$ cat src/rtl/rv_ctrl_pkg.sv
// Shared types and encodings for the multi-cycle RV32I control unit.
package rv_ctrl_pkg;

   localparam int unsigned OPW = 7;

   typedef enum logic [3:0] {
      StFetch,
      StDecode,
      StMemAdr,
      StMemRead,
      StMemWb,
      StMemWrite,
      StExecR,
      StExecI,
      StAluWb,
      StBranch,
      StJal
   } state_e;

   // Opcodes handled by this core
   localparam logic [OPW-1:0] OPC_LOAD   = 7'b0000011;
   localparam logic [OPW-1:0] OPC_STORE  = 7'b0100011;
   localparam logic [OPW-1:0] OPC_OP     = 7'b0110011;
   localparam logic [OPW-1:0] OPC_OP_IMM = 7'b0010011;
   localparam logic [OPW-1:0] OPC_BRANCH = 7'b1100011;
   localparam logic [OPW-1:0] OPC_JAL    = 7'b1101111;

   // ALU operation codes
   localparam logic [2:0] ALU_ADD = 3'b000;
   localparam logic [2:0] ALU_SUB = 3'b001;
   localparam logic [2:0] ALU_AND = 3'b010;
   localparam logic [2:0] ALU_OR  = 3'b011;
   localparam logic [2:0] ALU_SLL = 3'b100;
   localparam logic [2:0] ALU_SRL = 3'b101;
   localparam logic [2:0] ALU_SRA = 3'b110;
   localparam logic [2:0] ALU_XOR = 3'b111;

   // Requests from the FSM to the ALU decoder
   localparam logic [1:0] ALUOP_ADD   = 2'b00;
   localparam logic [1:0] ALUOP_SUB   = 2'b01;
   localparam logic [1:0] ALUOP_FUNCT = 2'b10;

   // Datapath mux selects
   localparam logic [1:0] RES_ALUOUT = 2'b00;
   localparam logic [1:0] RES_MEM    = 2'b01;
   localparam logic [1:0] RES_ALU    = 2'b10;

   localparam logic [1:0] SRCA_PC    = 2'b00;
   localparam logic [1:0] SRCA_OLDPC = 2'b01;
   localparam logic [1:0] SRCA_REGA  = 2'b10;

   localparam logic [1:0] SRCB_REGB  = 2'b00;
   localparam logic [1:0] SRCB_IMM   = 2'b01;
   localparam logic [1:0] SRCB_FOUR  = 2'b10;

   localparam logic [1:0] IMM_I = 2'b00;
   localparam logic [1:0] IMM_S = 2'b01;
   localparam logic [1:0] IMM_B = 2'b10;
   localparam logic [1:0] IMM_J = 2'b11;

endpackage

$ cat src/rtl/alu_decoder.sv
// Combinational ALU control decode from the FSM request and funct fields.
module alu_decoder
   import rv_ctrl_pkg::*;
(
   input  logic [1:0] alu_op,
   input  logic [2:0] funct3,
   input  logic       funct7b5,
   input  logic       is_rtype,
   output logic [2:0] alu_ctrl,
   output logic       unsupported
);

   // Map alu_op/funct3/funct7b5 onto the ALU encoding; SLT/SLTU are flagged
   always_comb begin
      alu_ctrl    = ALU_ADD;
      unsupported = 1'b0;
      case (alu_op)
         ALUOP_SUB: alu_ctrl = ALU_SUB;
         ALUOP_FUNCT: begin
            case (funct3)
               3'b000:  alu_ctrl = (is_rtype && funct7b5) ? ALU_SUB : ALU_ADD;
               3'b001:  alu_ctrl = ALU_SLL;
               3'b100:  alu_ctrl = ALU_XOR;
               3'b101:  alu_ctrl = funct7b5 ? ALU_SRA : ALU_SRL;
               3'b110:  alu_ctrl = ALU_OR;
               3'b111:  alu_ctrl = ALU_AND;
               default: unsupported = 1'b1;
            endcase
         end
         default: alu_ctrl = ALU_ADD;
      endcase
   end

endmodule

$ cat src/rtl/multicycle_ctrl.sv
// Multi-cycle control FSM: sequences fetch/decode/execute and drives datapath controls.
module multicycle_ctrl
   import rv_ctrl_pkg::*;
(
   input  logic           clk,
   input  logic           rst_n,
   input  logic [OPW-1:0] opcode,
   input  logic [2:0]     funct3,
   input  logic           funct7b5,
   input  logic           zero,
   input  logic           mem_ready,
   output logic           pc_write,
   output logic           adr_src,
   output logic           mem_write,
   output logic           ir_write,
   output logic [1:0]     result_src,
   output logic [1:0]     alu_src_a,
   output logic [1:0]     alu_src_b,
   output logic [1:0]     imm_src,
   output logic           reg_write,
   output logic [2:0]     alu_ctrl,
   output logic           illegal_instr
);

   state_e     state_q, state_d;
   logic [1:0] alu_op;
   logic       unsupported;
   logic       is_rtype;
   logic       pc_write_raw, mem_write_raw, ir_write_raw, reg_write_raw, illegal_raw;

   assign is_rtype = (opcode == OPC_OP);

   alu_decoder u_alu_decoder (
      .alu_op      (alu_op),
      .funct3      (funct3),
      .funct7b5    (funct7b5),
      .is_rtype    (is_rtype),
      .alu_ctrl    (alu_ctrl),
      .unsupported (unsupported)
   );

   // State register, asynchronously returned to FETCH
   always_ff @(posedge clk or negedge rst_n) begin
      if (!rst_n) state_q <= StFetch;
      else        state_q <= state_d;
   end

   // Immediate format follows the opcode held in the IR
   always_comb begin
      imm_src = IMM_I;
      case (opcode)
         OPC_STORE:  imm_src = IMM_S;
         OPC_BRANCH: imm_src = IMM_B;
         OPC_JAL:    imm_src = IMM_J;
         default:    imm_src = IMM_I;
      endcase
   end

   // Next-state and per-state control outputs
   always_comb begin
      state_d       = state_q;
      adr_src       = 1'b0;
      result_src    = RES_ALUOUT;
      alu_src_a     = SRCA_PC;
      alu_src_b     = SRCB_REGB;
      alu_op        = ALUOP_ADD;
      pc_write_raw  = 1'b0;
      mem_write_raw = 1'b0;
      ir_write_raw  = 1'b0;
      reg_write_raw = 1'b0;
      illegal_raw   = 1'b0;
      unique case (state_q)
         StFetch: begin
            alu_src_b    = SRCB_FOUR;
            result_src   = RES_ALU;
            ir_write_raw = mem_ready;
            pc_write_raw = mem_ready;
            if (mem_ready) state_d = StDecode;
         end
         StDecode: begin
            alu_src_a = SRCA_OLDPC;
            alu_src_b = SRCB_IMM;
            case (opcode)
               OPC_LOAD, OPC_STORE: state_d = StMemAdr;
               OPC_OP:              state_d = StExecR;
               OPC_OP_IMM:          state_d = StExecI;
               OPC_BRANCH:          state_d = StBranch;
               OPC_JAL:             state_d = StJal;
               default: begin
                  illegal_raw = 1'b1;
                  state_d     = StFetch;
               end
            endcase
         end
         StMemAdr: begin
            alu_src_a = SRCA_REGA;
            alu_src_b = SRCB_IMM;
            state_d   = (opcode == OPC_STORE) ? StMemWrite : StMemRead;
         end
         StMemRead: begin
            adr_src = 1'b1;
            if (mem_ready) state_d = StMemWb;
         end
         StMemWb: begin
            result_src    = RES_MEM;
            reg_write_raw = 1'b1;
            state_d       = StFetch;
         end
         StMemWrite: begin
            adr_src       = 1'b1;
            mem_write_raw = 1'b1;
            if (mem_ready) state_d = StFetch;
         end
         StExecR, StExecI: begin
            alu_src_a   = SRCA_REGA;
            alu_src_b   = (state_q == StExecI) ? SRCB_IMM : SRCB_REGB;
            alu_op      = ALUOP_FUNCT;
            illegal_raw = unsupported;
            state_d     = StAluWb;
         end
         StAluWb: begin
            // Re-decode funct so an unsupported op never reaches the register file
            if (opcode == OPC_OP || opcode == OPC_OP_IMM) alu_op = ALUOP_FUNCT;
            reg_write_raw = ~unsupported;
            state_d       = StFetch;
         end
         StBranch: begin
            alu_src_a = SRCA_REGA;
            alu_op    = ALUOP_SUB;
            if (funct3[2:1] == 2'b00) pc_write_raw = zero ^ funct3[0];
            else                      illegal_raw  = 1'b1;
            state_d = StFetch;
         end
         StJal: begin
            alu_src_a    = SRCA_OLDPC;
            alu_src_b    = SRCB_FOUR;
            pc_write_raw = 1'b1;
            state_d      = StAluWb;
         end
         default: state_d = StFetch;
      endcase
   end

   // Enables are suppressed for as long as reset is held
   assign pc_write      = pc_write_raw  & rst_n;
   assign mem_write     = mem_write_raw & rst_n;
   assign ir_write      = ir_write_raw  & rst_n;
   assign reg_write     = reg_write_raw & rst_n;
   assign illegal_instr = illegal_raw   & rst_n;

endmodule

$ cat config.mk
export PLATFORM = sky130hd
export DESIGN_NAME = multicycle_ctrl
export DESIGN_NICKNAME = d
export VERILOG_FILES = /design/src/rtl/rv_ctrl_pkg.sv /design/src/rtl/alu_decoder.sv /design/src/rtl/multicycle_ctrl.sv
export SDC_FILE = /design/constraint.sdc
export NUM_CORES = 1
export LEC_CHECK = 0
export ABC_AREA = 0
export ABC_CLOCK_PERIOD_IN_PS = 2300
export BUFFER_PORTS_ARGS = -buffer_cell sky130_fd_sc_hd__buf_2
export CELL_PAD_IN_SITES_DETAIL_PLACEMENT = 1
export CELL_PAD_IN_SITES_GLOBAL_PLACEMENT = 2
export CORE_MARGIN = 4
export CORE_UTILIZATION = 24
export DETAILED_ROUTE_END_ITERATION = 16
export GPL_ROUTABILITY_DRIVEN = 0
export PLACE_DENSITY_LB_ADDON = 0.05
export SLEW_MARGIN = 20
export SYNTH_ARGS = -nofsm -noshare
export SYNTH_HDL_FRONTEND = slang
export SYNTH_SLANG_ARGS = --single-unit
$ cat constraint.sdc
create_clock -name clk -period 2.3 [get_ports clk]
set_input_delay 0.23 -clock clk [delete_from_list [all_inputs] [get_ports clk]]
set_output_delay 0.23 -clock clk [all_outputs]
set_load 0.005 [all_outputs]
======== Yosys cells after proc, flatten, opt, wreduce, memory -nomap -nowiden ========
Cells that the tools add are included.
W data, S select, Z words.
word-level totals
  bits in registers ....................... 4
  input port bits ......................... 15
  output and inout bits ................... 17
  word-level logic and storage cells ...... 78
operators by class
  eq/ne operators ......................... 26
  muxes and demuxes ....................... 28
  bitwise gates (word level) .............. 7
  reductions and logical operators ........ 16
operators by type and width
  kind                  count
  $pmux W4 S6           1
  $pmux W4 S5           1
  $pmux W2 S3           3
  $pmux W3 S6           1
  $eq A4 B3 Y1 const B  4
  $eq A7 B6 Y1 const B  2
  $eq A7 B7 Y1 const B  2
  $eq A3 B3 Y1 const B  4
  $eq A4 B4 Y1 const B  3
  $mux W4               3
  $reduce_or A2 Y1      6
  $reduce_or A6 Y1      2
  $mux W1               10
  $eq A4 B2 Y1 const B  2
  $pmux W2 S2           2
  $eq A7 B2 Y1 const B  1
  $eq A7 B5 Y1 const B  1
  $ne A2 B2 Y1 const B  3
  $pmux W1 S3           2
  $pmux W3 S2           1
  $and A1 B1 Y1         5
  $eq A4 B1 Y1 const B  1
  $logic_not A4 Y1      1
  $mux W2               2
  other kinds (14)      14

======== Longest topological paths before layout ========
Gate-level depths: netlist of run 1.
  depth in word-level cells ............... 9
  mapped depth ............................ 10
  gate-level depth less buffers ........... 9

======== Modules after synthesis ========
From an unflattened synthesis of run 1, not the netlist that was laid out.
second synthesis, totals
  cells, all modules ...................... 104
  area, all modules ....................... 703.2 um2
modules (own cells, without submodules)
  module           times used  cells an instance  area an instance (um2)  seq. area each (um2)
  multicycle_ctrl  1           87                 603.1                   100.1
  alu_decoder      1           17                 100.1                   0.0

======== Worst setup path after synthesis of run 1 ========
OpenSTA, ideal clock, no wires.
  kind .................................... reg2out
  start ................................... reg state_q[1]
  end ..................................... out illegal_instr
  data arrival time ....................... 1746 ps
  required time ........................... 2070 ps
  path slack .............................. 324 ps
  cell stages (with the launch flop) ...... 11
  buffers on the path ..................... 2
  cell sequence ........................... dfrtp_1 buf_6 clkbuf_1 and2_0 a41oi_1 inv_1 ha_1 nor2b_1 nand3_1 a21oi_1 o21a_1
between the ends
  longest elaborated chain between the ends .. 7
  elaborated cells between the ends (all ways) .. 11
  classes of those cells .................. 6 x eq/ne; 3 x mux; 1 x bitwise; 1 x reduce/logical
ends and longest elaborated chain
  item                      line                    RTL
  start: declaration        multicycle_ctrl.sv:25   state_e state_q, state_d;
  start signal: assignment  multicycle_ctrl.sv:44   if (!rst_n) state_q <= StFetch;
  start signal: assignment  multicycle_ctrl.sv:45   else state_q <= state_d;
  $eq A4 B3 Y1              multicycle_ctrl.sv:72   unique case (state_q)
  $reduce_or A2 Y1          multicycle_ctrl.sv:72
  $pmux W2 S3               multicycle_ctrl.sv:72
  $eq A2 B2 Y1              alu_decoder.sv:17       case (alu_op)
  $mux W1                   alu_decoder.sv:17
  $pmux W1 S3 *             multicycle_ctrl.sv:72
  $and A1 B1 Y1 *           multicycle_ctrl.sv:149  assign illegal_instr = illegal_raw & rst_n;
  end: declaration          multicycle_ctrl.sv:22   output logic illegal_instr
Mark *: on every way between the ends. The rest lies on a longest branch, timed or not.

======== Worst setup path after layout of run 1 ========
  start ................................... reg state_q[2]
  end ..................................... out illegal_instr
The elaborated chain is that of the path after synthesis.

==> results of run 1 <==
-- cell families (layout without fill, tap and decap cells) --
logic type / count (synthesis) / in the layout / synth area share [%]
adders and majority gates: 2 / 2 / 3.45
muxes: 1 / 1 / 1.38
xor gates and xnor gates: 5 / 5 / 6.04
DFF: 4 / 4 / 13.8
buffers and inverters: 11 / 49 / 6.72
and+or+nand+nor: 57 / 57 / 46.6
AOI/OAI and AO/OA: 25 / 25 / 22.1
-- layer usage --
metal  vias to the layer above  GRT usage, %  share of wire [%]
met5                         -             0                  0
met4                         0          2.48                  0
met3                         0          2.52                4.3
met2                        22          21.3                 48
met1                       413          17.3                 47
li1                        451             -                  -
-- Yosys cell counts, drive strengths merged, types with 2 or more instances --
library cell	number	area, um^2
clkbuf	4	15.0
xor2	2	17.5
nand3b	3	22.5
ha	2	25.0
and3	2	12.5
nor2	13	56.3
a21oi	8	40.0
nand2	10	37.5
nor3b	3	22.5
nor2b	6	37.5
and2	3	18.8
o21ai	7	35.0
nor4	3	25.0
nand3	3	15.0
xnor2	3	26.3
nor3	3	15.0
dfrtp	4	100
a31oi	2	12.5
inv	6	22.5
-- critical path, delay by kind of cell, from the launching register on --
family,cells,cell delay [ps]
buffers and inverters,2,190
flip-flops,1,410
adder cells (fa/ha/maj),1,170
AO/OA/AOI/OAI,3,400
AND/OR/NAND/NOR,4,520
-- power breakdown --
part,total (mW),internal (mW),switching (mW)
clock,0.0872,0.0584,0.0288
combinational,0.263,0.128,0.135
sequential,0.100,0.0808,0.0192
total,0.450,0.267,0.183
-- path summary, 6_finish.rpt --
check,slack (ps),cells after the start,to
min in group clk,370,4,state_q[0]
worst min register to register,680,2,state_q[2]
max in group asynchronous,1750,2,state_q[0]
worst max register to register,670,5,state_q[0]
worst min-delay path,370,2,state_q[2]
worst max-delay path,120,10,illegal_instr
-- cell type report --
| cell class | count | area share [%] |
|---|---|---|
| clock buffers | 3 | 2.17 |
| inverters | 6 | 2.17 |
| repair buffers | 40 | 21.7 |
| flip-flops and latches | 4 | 9.89 |
| multi-input cells | 90 | 60.3 |
| well taps | 31 | 3.74 |
-- what timing repair did --
action,in CTS,in global routing
hold endpoints to repair,4,0
hold buffers,1,0
setup endpoints to repair,0,4
gates resized for setup,0,16
-- stage by stage --
| stage | util (%) | setup slack, ps | hold slack (ps) | instance area [um^2] |
|---|---|---|---|---|
| after floorplan | - | 324 | -65.6 | 726 |
| after global placement | 33.7 | 135 | 73.7 | 953 |
| after detailed placement | 33.7 | 85.6 | 73.2 | 953 |
| after CTS | 34.9 | 20.8 | 365 | 986 |
| after global routing | 36.7 | -11.0 | 373 | 1040 |
| final | 36.7 | 124 | 367 | 1040 |
==> impl_metrics.toml, run 1 <==
[synth]
synthesis.area_um2 = 726
syn-instance-count = 105
synth-seq-cells = 4
synth_top_flop_cell = "sky130_fd_sc_hd__dfrtp_1"
postSynth.asyncResetShare_pct = 100
yosysUniqueCellTypes = 40
yosysWarningCount = 0
synth_edf_count = 0
synth-seq-area-share_pct = 13.8
syn-num-nets = 122
synthesis.area_per_instance_um2 = 6.91

[critical_path]
critical_path.max_stage_delay_ps = 410
arrival_ps = 1950
endpoint_kind = "output port"
timing.setup.critical_path_class = "flop to output port"
regToRegStartpoint = "state_q[3]"
timing.critical_path.from = "state_q[2]"
worst_path_max_delay_cell = "sky130_fd_sc_hd__dfrtp_1"
cell_chain_critical_path = "nor2b_4 > and2_4 > a41oi_2 > inv_1 > ha_2 > nor2b_2 > nand3_1 > a21oi_1 > o21a_1 > buf_2"
worstPathMaxFanout = 3
data_required_time_at_the_worst_endpoint_ps = 2070
worstSetupStartpointType = "flop"

[hold_path]
hold_path_class = "input port to asynchronous set/reset pin"

[sta]
timing_max_transition_violations_final = 0
final.min_clock_period_ps = 2180
slew_margin_rel_pct = 82.0
setup_tns_final_ps = 0
hold_viol_final = 0
finalSetupViolCount = 0
layout_worst_path_cycle_share_pct = 94.6
timing_worst_slew_pin_value_ps = 267
clock_skew_ps = 6.80
achievable-frequency_mhz = 460

[flow_run]
max-cap-violations = 0

[detailed_routing]
remaining_drc_errors = 0
dr_wl_cell_um = 14.3
antenna_violation_net_count_after_detailed_routing = 0
drc_violation_total_after_the_first_tritonroute_iteration = 44
firstDrtPassIters = 4
routed_via_density = 5.09
wirelength_um = 2480
routed-via-count = 886

[floorplan]
rows = 19
height_of_the_die_um = 63.0
io_pins = 32
core_area_um2 = 2830
die-width_um = 63.0
die_footprint_um2 = 3970
initial_core_util_pct = 25.7

[placement]
numPlacedInstances = 170
port-buffer-count = 31
post-dp-hpwl_um = 1970

[finish]
layout.nets = 162
num_antenna_cells = 0
syn_to_final_growth_pct = 42.9
mostFrequentLayoutCell = "sky130_fd_sc_hd__buf_2"
multi_input_comb_area_um2 = 626
biggestRegsByFlops = "state_q (4)"
final_layout_fill_cell_count = 382
layout.cells.non_filler = 174
layout.area.seq_um2 = 103
top_register = "state_q"
largest_register_ffs = 4
layout_common_cells = "sky130_fd_sc_hd__buf_2, sky130_fd_sc_hd__nand2_1, sky130_fd_sc_hd__nor2_1, sky130_fd_sc_hd__a21oi_1, sky130_fd_sc_hd__buf_4"
layout-drive-gt1-share_pct = 42.0

[clock_network]
number_of_buffers_created_by_cts = 3
cts.root.buffer_cell = "sky130_fd_sc_hd__clkbuf_4"
cts.sink_count = 4
cts_buffer_depth = 2
clock_latency_of_the_later_clocked_register_in_the_worst_skew_pair_ps = 240
cts.reportedPaths.clkPinSlew_ps = 40
postCtsSetupBuffers = 0
cts.htree.levels = 1
cts_tree = "done"

[global_routing]
antenna_violations_before_repair = 0
overflow = 0
global_route_wire_length_before_repair_um = 4170
grtUsageTotal_pct = 12.9
grt_start_max_net_pins = 14
first_global_vias = 909

[pwr]
p_leak_nw = 0.484
pwr_density_cell_nw_per_um2 = 434
post-layout-total-power_mw = 0.450
worst_ir_drop_vdd_mv = 0.295

[run_status]
status = "completed"
Note: power is estimated with default switching activity, not from simulation.
==> run 2: changes to the inputs <==
CAP_MARGIN = 0   (was default)
CORE_ASPECT_RATIO = 1.1   (was default)
CORE_MARGIN = default   (was 4)
==> impl_metrics.toml, run 2 (synthesis results as in run 1) <==
[run_status]
status = "completed"

[sta]
achievable-frequency_mhz = 457
timing_max_transition_violations_final = 0
slew_margin_rel_pct = 81.9
setup_tns_final_ps = 0
layout_worst_path_cycle_share_pct = 95.1
hold_viol_final = 0
final.min_clock_period_ps = 2190
clock_skew_ps = 1.71
timing_worst_slew_pin_value_ps = 269
finalSetupViolCount = 0

[clock_network]
cts.root.buffer_cell = "sky130_fd_sc_hd__clkbuf_4"
cts_tree = "done"
cts.reportedPaths.clkPinSlew_ps = 40
cts_buffer_depth = 2
number_of_buffers_created_by_cts = 3
cts.htree.levels = 1
cts.sink_count = 4
clock_latency_of_the_later_clocked_register_in_the_worst_skew_pair_ps = 230

[finish]
multi_input_comb_area_um2 = 617
largest_register_ffs = 4
top_register = "state_q"
layout.nets = 167
mostFrequentLayoutCell = "sky130_fd_sc_hd__buf_2"
final_core_utilization_pct = 37.8
layout.area.seq_um2 = 104
num_antenna_cells = 0
layout_common_cells = "sky130_fd_sc_hd__buf_2, sky130_fd_sc_hd__buf_4, sky130_fd_sc_hd__nand2_1, sky130_fd_sc_hd__nor2_1, sky130_fd_sc_hd__a21oi_1"
layout-drive-gt1-share_pct = 43.2
biggestRegsByFlops = "state_q (4)"
syn_to_final_growth_pct = 47.4
final_layout_fill_cell_count = 363
layout.cells.non_filler = 181

[detailed_routing]
dr_wl_cell_um = 13.7
antenna_violation_net_count_after_detailed_routing = 0
routed-via-count = 909
remaining_drc_errors = 0
firstDrtPassIters = 4
wirelength_um = 2490
drc_violation_total_after_the_first_tritonroute_iteration = 9
routed_via_density = 5.02

[critical_path]
critical_path.max_stage_delay_ps = 430
worstSetupStartpointType = "flop"
cell_chain_critical_path = "nor2b_4 > and2_1 > a41oi_2 > inv_1 > ha_2 > nor2b_2 > nand3_1 > a21oi_1 > o21a_1 > buf_2"
r2r-end = "state_q[0]"
regToRegStartpoint = "state_q[2]"
timing.setup.critical_path_class = "flop to output port"
worstPathMaxFanout = 3
worst_path_max_delay_cell = "sky130_fd_sc_hd__dfrtp_2"
path_delay_family = "simple AND/OR/NAND/NOR gates"
rrSetupSlack_ps = 680
data_required_time_at_the_worst_endpoint_ps = 2070
ff2ff_path_depth = 5
timing.critical_path.from = "state_q[2]"
endpoint_kind = "output port"
arrival_ps = 1960
cp_num_buf_inv = 2

[global_routing]
overflow = 0
antenna_violations_before_repair = 0
global_route_wire_length_before_repair_um = 3840
grtUsageTotal_pct = 16.0
first_global_vias = 828
grt_start_max_net_pins = 14

[flow_run]
max-cap-violations = 0

[floorplan]
rows = 20
initial_core_util_pct = 25.7
height_of_the_die_um = 59.7
die_footprint_um2 = 3250
core_area_um2 = 2830
die-width_um = 54.4
io_pins = 32

[placement]
numPlacedInstances = 173
port-buffer-count = 31
post-dp-hpwl_um = 2000

[hold_path]
hold_path_class = "input port to asynchronous set/reset pin"

[pwr]
worst_ir_drop_vdd_mv = 0.322
pwr_density_cell_nw_per_um2 = 428
p_leak_nw = 0.506
run 2: worst max-delay path by stage:
stage	end	slack [ps]	depth (start not counted)
6_report	illegal_instr	110	10
5_1_grt	illegal_instr	-3	10
4_1_cts	illegal_instr	3	10
3_5_place_dp	illegal_instr	50	11
3_3_place_gp	illegal_instr	110	11
2_1_floorplan	illegal_instr	320	10
run 2: cell type report:
cell class	count	area share (%)
Tap cell	33	3.86
Multi-Input combinational cell	90	57.7
Timing Repair Buffer	45	24.6
Clock buffer	3	2.11
Sequential cell	4	9.71
Inverter	6	2.11
run 2: power breakdown:
group / internal, mW / switching, mW
Sequential: 0.0806 / 0.0189
Combinational: 0.136 / 0.136
Clock: 0.0583 / 0.0280
run 2: routing by layer:
layer  vias to the layer above  track usage [%]  wire length (um)
met4                         0             1.10                 0
met3                         0             2.29                97
met2                        26             26.7              1210
li1                        461                -                 -
met5                         -                0                 0
met1                       422             22.3              1180
run 2: metrics by stage:
step	hold slack [ps]	total power, mW	setup slack, ps	cell area (um^2)
after floorplan	-65.6	0.247	324	726
after global placement	73.6	0.351	112	963
after detailed placement	78.1	0.359	49.4	963
after CTS	361	0.452	2.73	1000
after global routing	382	0.501	-3.16	1070
final	363	0.458	114	1070
run 2: worst register-to-register path, stage by stage, from the launching register on:
cell and delay, ps:
sky130_fd_sc_hd__dfrtp_2 430, sky130_fd_sc_hd__buf_4 200, sky130_fd_sc_hd__or4b_4 520, sky130_fd_sc_hd__nor2_4 120, sky130_fd_sc_hd__o211ai_2 100, sky130_fd_sc_hd__a31oi_1 170
run 2: timing repair:
action | in CTS | in global routing
cloned | 0 | 0
endpoints found under the setup margin | 1 | 4
buffers inserted | 0 | 4
resized for setup | 3 | 12
pin swaps | 0 | 1
hold buffers | 1 | 0
hold endpoints to repair | 4 | 0
